==> src/rtl/circuit_vector_sequencer.sv <==
// Drives X/Y/Z of a three-input circuit through vectors 0..7, samples M at the end of each hold
// and compares it with the EXPECTED truth table, reporting a mismatch map, count and pass flag.
module circuit_vector_sequencer #(
    parameter int unsigned HOLD_CYCLES = 20,
    parameter logic [7:0]  EXPECTED    = 8'hE8
) (
    input  logic       clk,
    input  logic       rst,
    input  logic       start,
    input  logic       m_in,
    output logic       x_out,
    output logic       y_out,
    output logic       z_out,
    output logic       busy,
    output logic       done,
    output logic       pass,
    output logic [3:0] err_count,
    output logic [7:0] err_vec
);

    localparam logic [7:0] HoldLast = 8'(HOLD_CYCLES - 1);

    typedef enum logic [1:0] {StIdle, StDrive, StDone} state_e;

    state_e     state_q, state_d;
    logic [2:0] vec_q, vec_d;
    logic [2:0] xyz_q, xyz_d;
    logic [7:0] cnt_q, cnt_d;
    logic [7:0] err_vec_q, err_vec_d;
    logic [3:0] err_count_q, err_count_d;
    logic       busy_q, busy_d;
    logic       done_q, done_d;
    logic       pass_q, pass_d;

    always_ff @(posedge clk or posedge rst) begin
        if (rst) begin
            state_q     <= StIdle;
            vec_q       <= 3'd0;
            xyz_q       <= 3'd0;
            cnt_q       <= 8'd0;
            err_vec_q   <= 8'd0;
            err_count_q <= 4'd0;
            busy_q      <= 1'b0;
            done_q      <= 1'b0;
            pass_q      <= 1'b0;
        end else begin
            state_q     <= state_d;
            vec_q       <= vec_d;
            xyz_q       <= xyz_d;
            cnt_q       <= cnt_d;
            err_vec_q   <= err_vec_d;
            err_count_q <= err_count_d;
            busy_q      <= busy_d;
            done_q      <= done_d;
            pass_q      <= pass_d;
        end
    end

    always_comb begin
        state_d     = state_q;
        vec_d       = vec_q;
        xyz_d       = xyz_q;
        cnt_d       = cnt_q;
        err_vec_d   = err_vec_q;
        err_count_d = err_count_q;
        busy_d      = busy_q;
        done_d      = done_q;
        pass_d      = pass_q;
        unique case (state_q)
            StIdle, StDone: begin
                if (start) begin
                    state_d     = StDrive;
                    vec_d       = 3'd0;
                    xyz_d       = 3'd0;
                    cnt_d       = 8'd0;
                    err_vec_d   = 8'd0;
                    err_count_d = 4'd0;
                    busy_d      = 1'b1;
                    done_d      = 1'b0;
                    pass_d      = 1'b0;
                end
            end
            StDrive: begin
                if (cnt_q < HoldLast) begin
                    cnt_d = cnt_q + 8'd1;
                end else begin
                    if (m_in != EXPECTED[vec_q]) begin
                        err_vec_d[vec_q] = 1'b1;
                        err_count_d      = err_count_q + 4'd1;
                    end
                    cnt_d = 8'd0;
                    if (vec_q != 3'd7) begin
                        vec_d = vec_q + 3'd1;
                        xyz_d = vec_q + 3'd1;
                    end else begin
                        // pass must see this edge's comparison, so it uses the next count
                        state_d = StDone;
                        vec_d   = 3'd0;
                        xyz_d   = 3'd0;
                        busy_d  = 1'b0;
                        done_d  = 1'b1;
                        pass_d  = (err_count_d == 4'd0);
                    end
                end
            end
            default: state_d = StIdle;
        endcase
    end

    assign x_out     = xyz_q[2];
    assign y_out     = xyz_q[1];
    assign z_out     = xyz_q[0];
    assign busy      = busy_q;
    assign done      = done_q;
    assign pass      = pass_q;
    assign err_count = err_count_q;
    assign err_vec   = err_vec_q;

endmodule

==> config.mk <==
export PLATFORM = sky130hd
export DESIGN_NAME = circuit_vector_sequencer
export DESIGN_NICKNAME = d
export VERILOG_FILES = /design/src/rtl/circuit_vector_sequencer.sv
export SDC_FILE = /design/constraint.sdc
export NUM_CORES = 1
export LEC_CHECK = 0
export CORE_MARGIN = 3
export CORE_UTILIZATION = 32
export CTS_CLUSTER_SIZE = 16
export DETAILED_ROUTE_END_ITERATION = 8
export SLEW_MARGIN = 20
export SYNTH_ARGS = -nofsm -noshare
export SYNTH_HDL_FRONTEND = slang
export SYNTH_SLANG_ARGS = --single-unit
==> constraint.sdc <==
create_clock -name clk -period 5.63 [get_ports clk]
set_clock_uncertainty 0.15 [all_clocks]
set_input_delay 1.126 -clock clk [delete_from_list [all_inputs] [get_ports clk]]
set_output_delay 1.126 -clock clk [all_outputs]
set_load 0.03 [all_outputs]
==> metrics.yaml <==
status: "complete, no violations"
max_freq_mhz: 350
hold-worst-slack_ns: 0.342
clk_latency_ns: 0.27
rr_endpoint: "err_count[3]$_DFFE_PP0P_"
syn_avg_cell_area_um2: 10.0
grt-ovfl-total: 0
tightestPinTransition_ns: 0.790
vias_per_cell: 5.20
cts_max_level: 1
die_h_um: 70.7
synth.net_count: 143
post-route-period-util_pct: 50.7
synth_top_cell_by_area: "dfrtp_1"
hold_class: "flop to flop"
rsz0062_at_grt: "false"
die_area_um2: 5000
synthTopCellsByArea: "dfrtp_1 (52%), nand2_1 (5.3%), ha_1 (4.7%)"
swShare_pct: 42.8
pin_count: 22
ys_warn_count: 0
drtPass1Iterations: 4
critPathKind: "input port to flop"
post_cts_buffers: 0
cts_buffers: 3
routed_wl_um: 2720
start_util_pct: 34.8
io_buffers: 21
drc: 0
reg2reg_slack_ns: 3.12
holdPathEnd: "done$_DFFE_PP0P_"
ys_types: 35
hold_path_depth: 2
p_sw_mw: 0.354
grt_pass1_wl_um: 4840
area_growth_pct: 22.9
worstSetupEndpointType: "flop"
r2r-start: "xyz_q[0]$_DFFE_PP0P_"
core_area_um2: 3850
post_drt_wl_per_cell_um: 13.4
die_w_um: 70.7
cts_tree: "built"
cts.sinks: 28
cts_resized: 0
p_per_area_nw_per_um2: 503
yosysSeqAreaShare_pct: 52.2
reg2reg_depth: 7
internal-power_mw: 0.474
fp-row-count: 22
final_util_pct: 42.8
comb_power_share_pct: 45.3
critPathRequiredTime_ns: 5.68
drt_iter0_markers: 61
clkTransAtPathRegs_ns: 0.09
fin_setup_tns_ns: 0
power_leakage_nw: 0.740
fill_cells: 377
cp_max_fo: 12
vias: 1056
fin_area_um2: 1650
slew_viol_final: 0
place_hpwl_um: 2010
nNetsFinal: 165
grt_max_degree: 29
crit_start: "m_in"
power_frac_seq_pct: 39.9
track_usage_pct: 11.8
cpMaxStageDelayCell: "clkdlybuf4s50_1"
ant_nets: 0
hold_buffers: 0
slew_headroom_pct: 47.2
yosys.area.top_type_share_pct: 52.2
grt_pass1_vias: 1024
antenna_found_initial: 0
power_frac_clock_pct: 14.8
num_antenna_cells: 0
placed_cell_area_um2: 1590
final_layout_size_suffix_gt1_share_pct: 6.45
setup_viol: 0
power_mw: 0.828
syn_inst: 134
syn-cell-area_um2: 1340
critPathMaxStageDelay_ns: 0.45
clock_path_buffers: 2
gp_congestion: 0.754
synth_seq_cells: 28
hold_start: "done$_DFFE_PP0P_"
maxCapViolCount: 0
fin_crit_ns: 2.86
ir_drop_v: 0.000178
hold_violations: 0
start_kind: "input port"
cts_root_buffer: "clkbuf_8"
worst-endpoint-arrival_ns: 2.90
critical_path.cell_chain: "clkdlybuf4s50_1, or3_1, a21boi_2, and4_1, mux2i_1"
## stage by stage
stage	std cells	setup slack, ns
after floorplan	134	3.27
after global placement	199	2.53
after detailed placement	199	2.51
after CTS	203	2.79
after global routing	203	2.67
final	203	2.77
## Yosys cell counts (all sizes together)
| library cell | n |
|---|---|
| a21boi | 1 |
| a21o | 1 |
| a21oi | 1 |
| a22o | 1 |
| a22oi | 1 |
| a31oi | 2 |
| a41oi | 7 |
| and2 | 1 |
| and3 | 4 |
| and4 | 1 |
| buf | 1 |
| clkbuf | 3 |
| dfrtp | 28 |
| ha | 5 |
| inv | 5 |
| mux2i | 4 |
| nand2 | 19 |
| nand2b | 3 |
| nand3 | 4 |
| nand3b | 1 |
| nand4 | 2 |
| nor2 | 16 |
| nor2b | 3 |
| nor3 | 2 |
| nor4 | 1 |
| o211ai | 1 |
| o21a | 1 |
| o21ai | 10 |
| o31ai | 2 |
| or3 | 1 |
| or4b | 1 |
| xor2 | 1 |
## flip-flops by register name (all words and copies together), names as in the netlist
register / count
busy: 1
done: 1
pass: 1
err_vec: 8
xyz_q: 3
state_q: 2
cnt_q: 8
err_count: 4
## cells by family (layout without fill, tap and decap cells)
group	after synthesis	after routing	share of synthesized area [%]
muxes	4	4	2.99
AOI/OAI and AO/OA	28	28	15.2
buffers and inverters	9	30	2.80
xor gates and xnor gates	1	1	0.653
adders and majority gates	5	5	4.66
DFF	28	28	52.2
and+or+nand+nor	59	59	21.5
## cell usage in the layout, fill, tap and decap left out
| cell type | netlist | routed |
|---|---|---|
| a21o_1 | 1 | 1 |
| o31ai_2 | 1 | 1 |
| nand3_1 | 4 | 4 |
| xor2_1 | 1 | 1 |
| clkbuf_8 | 0 | 4 |
| nand3b_1 | 1 | 1 |
| nor2_1 | 15 | 15 |
| ha_1 | 5 | 5 |
| nor2b_1 | 3 | 3 |
| a21oi_1 | 1 | 1 |
| o21ai_0 | 9 | 9 |
| a22oi_2 | 1 | 1 |
| a41oi_1 | 7 | 7 |
| dfrtp_1 | 28 | 28 |
| o31ai_1 | 1 | 1 |
| nor4_1 | 1 | 1 |
| or4b_4 | 1 | 1 |
| inv_2 | 0 | 1 |
| inv_1 | 5 | 4 |
| mux2i_1 | 4 | 4 |
| and4_1 | 1 | 1 |
| clkdlybuf4s50_1 | 0 | 21 |
| nand4_1 | 2 | 2 |
| nor2_2 | 1 | 1 |
| nand2_1 | 19 | 19 |
| nor3_1 | 2 | 2 |
| and3_1 | 4 | 4 |
| o211ai_1 | 1 | 1 |
| a31oi_1 | 2 | 2 |
| nand2b_1 | 3 | 3 |
| o21ai_1 | 1 | 1 |
| and2_1 | 1 | 1 |
| a22o_1 | 1 | 1 |
| o21a_1 | 1 | 1 |
| a21boi_2 | 1 | 1 |
| or3_1 | 1 | 1 |
## critical path, delay by kind of cell
kind,cells,cell delay (ns)
buf+inv,1,0.45
mux,1,0.18
compound gates,1,0.45
simple gates,2,0.70
## layout make-up
type | count | area, µm² | share of cell area (%)
well taps | 48 | 60.1 | 3.64
clock buffers | 4 | 55.1 | 3.34
repair buffers | 21 | 210 | 12.8
multi-input cells | 97 | 603 | 36.6
inverters | 5 | 18.8 | 1.14
flip-flops and latches | 28 | 701 | 42.5
## layer usage
metal  track usage [%]  routed length [µm]  share of wire [%]
met1              17.5                1330                 49
met2              17.0                1220                 45
met3              2.84                 142                5.2
met4              3.13                  27               0.99
met5                 0                   0                  0
## worst max-delay path by stage
stage                                           to  slack [ns]
after floorplan                   pass$_DFFE_PP0P_        3.27
after global placement    err_count[3]$_DFFE_PP0P_        2.53
after detailed placement  err_count[3]$_DFFE_PP0P_        2.51
after CTS                 err_count[3]$_DFFE_PP0P_        2.79
after global routing          xyz_q[0]$_DFFE_PP0P_        2.67
final                     err_count[3]$_DFFE_PP0P_        2.77
## power by group through the flow
| stage | clock network [mW] | logic [mW] | registers, mW |
|---|---|---|---|
| 2_1_floorplan | 0 | 0.190 | 0.391 |
| 3_3_place_gp | 0 | 0.372 | 0.333 |
| 3_5_place_dp | 0 | 0.377 | 0.336 |
| 4_1_cts | 0.128 | 0.380 | 0.332 |
| 5_1_grt | 0.137 | 0.421 | 0.343 |
| 6_report | 0.122 | 0.375 | 0.331 |
Power figures use the tool's default switching activity.
==> edit, RTL diff (same settings) <==
Put one more register stage on the output `err_count`. The value now appears one clock later. The other outputs are not delayed to match.
--- a/src/rtl/circuit_vector_sequencer.sv
+++ b/src/rtl/circuit_vector_sequencer.sv
@@ -115,3 +115,5 @@
     assign pass      = pass_q;
-    assign err_count = err_count_q;
+    always_ff @(posedge clk) begin
+        err_count <= err_count_q;
+    end
     assign err_vec   = err_vec_q;
Function: same outputs for any inputs over 10 cycles, from zero or initial values and one cycle with rst high; that may be too few to reach the edited logic, so the function may still have changed.
==> edit against the original RTL <==
Design area grew 10%; routed wire length grew 8.1%; power is 12% lower; setup slack lost 0.058 ns; clock power is 96% higher; count of clock-buffer cells in the layout up 3; non-clock buffer count unchanged; global-route usage up 0.63 points; sequential cell count grew 4; synthesized area up 8.1%.
==> edit: results (changes against the original RTL) <==
{
  "holdPathStages": {"value": 0, "change": "-2"},
  "post_synth_most_frequent_cells": {"value": "dfrtp_1 (28), nand2_1 (19), nor2_1 (13)"},
  "layout.filler_cells": {"value": 398, "change": "+5.6%"},
  "p_leak": {"value": 0.817, "unit": "nW", "change": "+10%"},
  "result_of_the_run": {"value": "finished clean"},
  "drtIter0Drc": {"value": 45, "change": "-26%"},
  "postSynthNetCount": {"value": 148, "change": "+3.5%"},
  "rr_startpoint": {"value": "xyz_q[1]"},
  "worstSetupEndpoint": {"value": "x_out"},
  "synth_sequential_area_ratio": {"value": 53.8, "unit": "%", "change": "+1.6 points"},
  "slew-limit-headroom": {"value": 38.1, "unit": "%", "change": "-9.1 points"},
  "synth_async_sr_flop_share": {"value": 87.5, "unit": "%", "change": "-13 points"},
  "post_drt_wl_per_cell": {"value": 13.7, "unit": "µm", "change": "+2.5%"},
  "grt_first_pass_wirelength": {"value": 5.06, "unit": "mm", "change": "+4.6%"},
  "placed_area": {"value": 1690, "unit": "µm²", "change": "+6.3%"},
  "ir_worst_vdd": {"value": 238, "unit": "µV", "change": "+34%"},
  "worst-r2r-setup-slack": {"value": 3.25, "unit": "ns", "change": "+0.13 ns"},
  "viasPerCell": {"value": 5.00, "change": "-3.8%"},
  "fin_nets": {"value": 172, "change": "+4.2%"},
  "track_usage": {"value": 12.4, "unit": "%", "change": "+0.63 points"},
  "grt_pass1_vias": {"value": 1090, "change": "+6.4%"},
  "clock_transition_at_the_registers_of_the_reported_paths": {"value": 0.07, "unit": "ns", "change": "-0.02 ns"},
  "grt-ovfl-total": {"value": 0, "change": "unchanged"},
  "worstSkewPairLatency": {"value": 0.29, "unit": "ns", "change": "+0.02 ns"},
  "netlist_top_cells_area": {"value": "dfrtp_1 (48%), dfxtp_1 (5.5%), nand2_1 (4.9%), ha_1 (4.3%), nor2_1 (3.4%)"},
  "timing.critical_path.max_delay_family": {"value": "buffers and inverters"},
  "cts_htree_levels": {"value": 2, "change": "+1"},
  "critical_path.reg2reg.endpoint": {"value": "err_count_q[3]"},
  "dp.cells": {"value": 206, "change": "+3.5%"},
  "critical_path_class": {"value": "flip-flop to primary output"},
  "critical_path.startpoint": {"value": "xyz_q[2]"},
  "placer_congestion_estimate": {"value": 0.711, "change": "-5.8%"},
  "cp_data_arrival_time": {"value": 1.64, "unit": "ns", "change": "-1.26 ns"},
  "numCtsBuffers": {"value": 5, "change": "+2"}
}
edit: worst min-delay path by stage:
stage	slack (ns)	start	to
global placement	0.30	err_count_q[3]	err_count[3]
CTS	0.31	err_count_q[3]	err_count[3]
detailed placement	0.30	err_count_q[3]	err_count[3]
global route	0.33	err_count_q[3]	err_count[3]
floorplan	0.27	err_count_q[2]	err_count[2]
finish	0.31	err_count_q[3]	err_count[3]
edit: kinds of logic (layout without fill, tap and decap cells):
group,Yosys count,in the layout,synth area share [%]
buf+inv,7,32,2.85
fa+ha+maj,5,5,4.31
flops,32,32,53.8
simple gates,58,58,19.1
mux,5,5,3.54
xor+xnor,2,2,1.21
compound gates,30,30,15.2
edit: layout make-up:
class	instances	area, µm²	share of cell area, %
Multi-Input combinational cell	100	628	34.5
Tap cell	50	62.6	3.44
Inverter	3	11.3	0.619
Sequential cell	32	781	42.9
Clock inverter	1	30.0	1.65
Clock buffer	7	96.3	5.30
Timing Repair Buffer	21	210	11.6
edit: report_power, final:
part	switching (mW)	internal, mW	total (mW)	leakage [nW]
registers	0.0406	0.259	0.299	0.407
clock network	0.0825	0.156	0.239	0.0645
logic	0.117	0.0722	0.189	0.345
total	0.240	0.487	0.727	0.817
edit: per-layer routing:
metal  track usage [%]  share of wire [%]
met1              15.6                 46
met2              18.9                 48
met3              5.34                5.0
met4              4.63                1.4
met5                 0                  0
edit: metrics by stage:
stage,total power [mW],utilization (%),setup slack [ns]
final,0.727,43.6,2.72
after global placement,0.483,40.6,2.52
after floorplan,0.432,-,3.35
after detailed placement,0.492,40.6,2.43
after global routing,0.777,43.6,2.52
after CTS,0.735,43.6,2.70
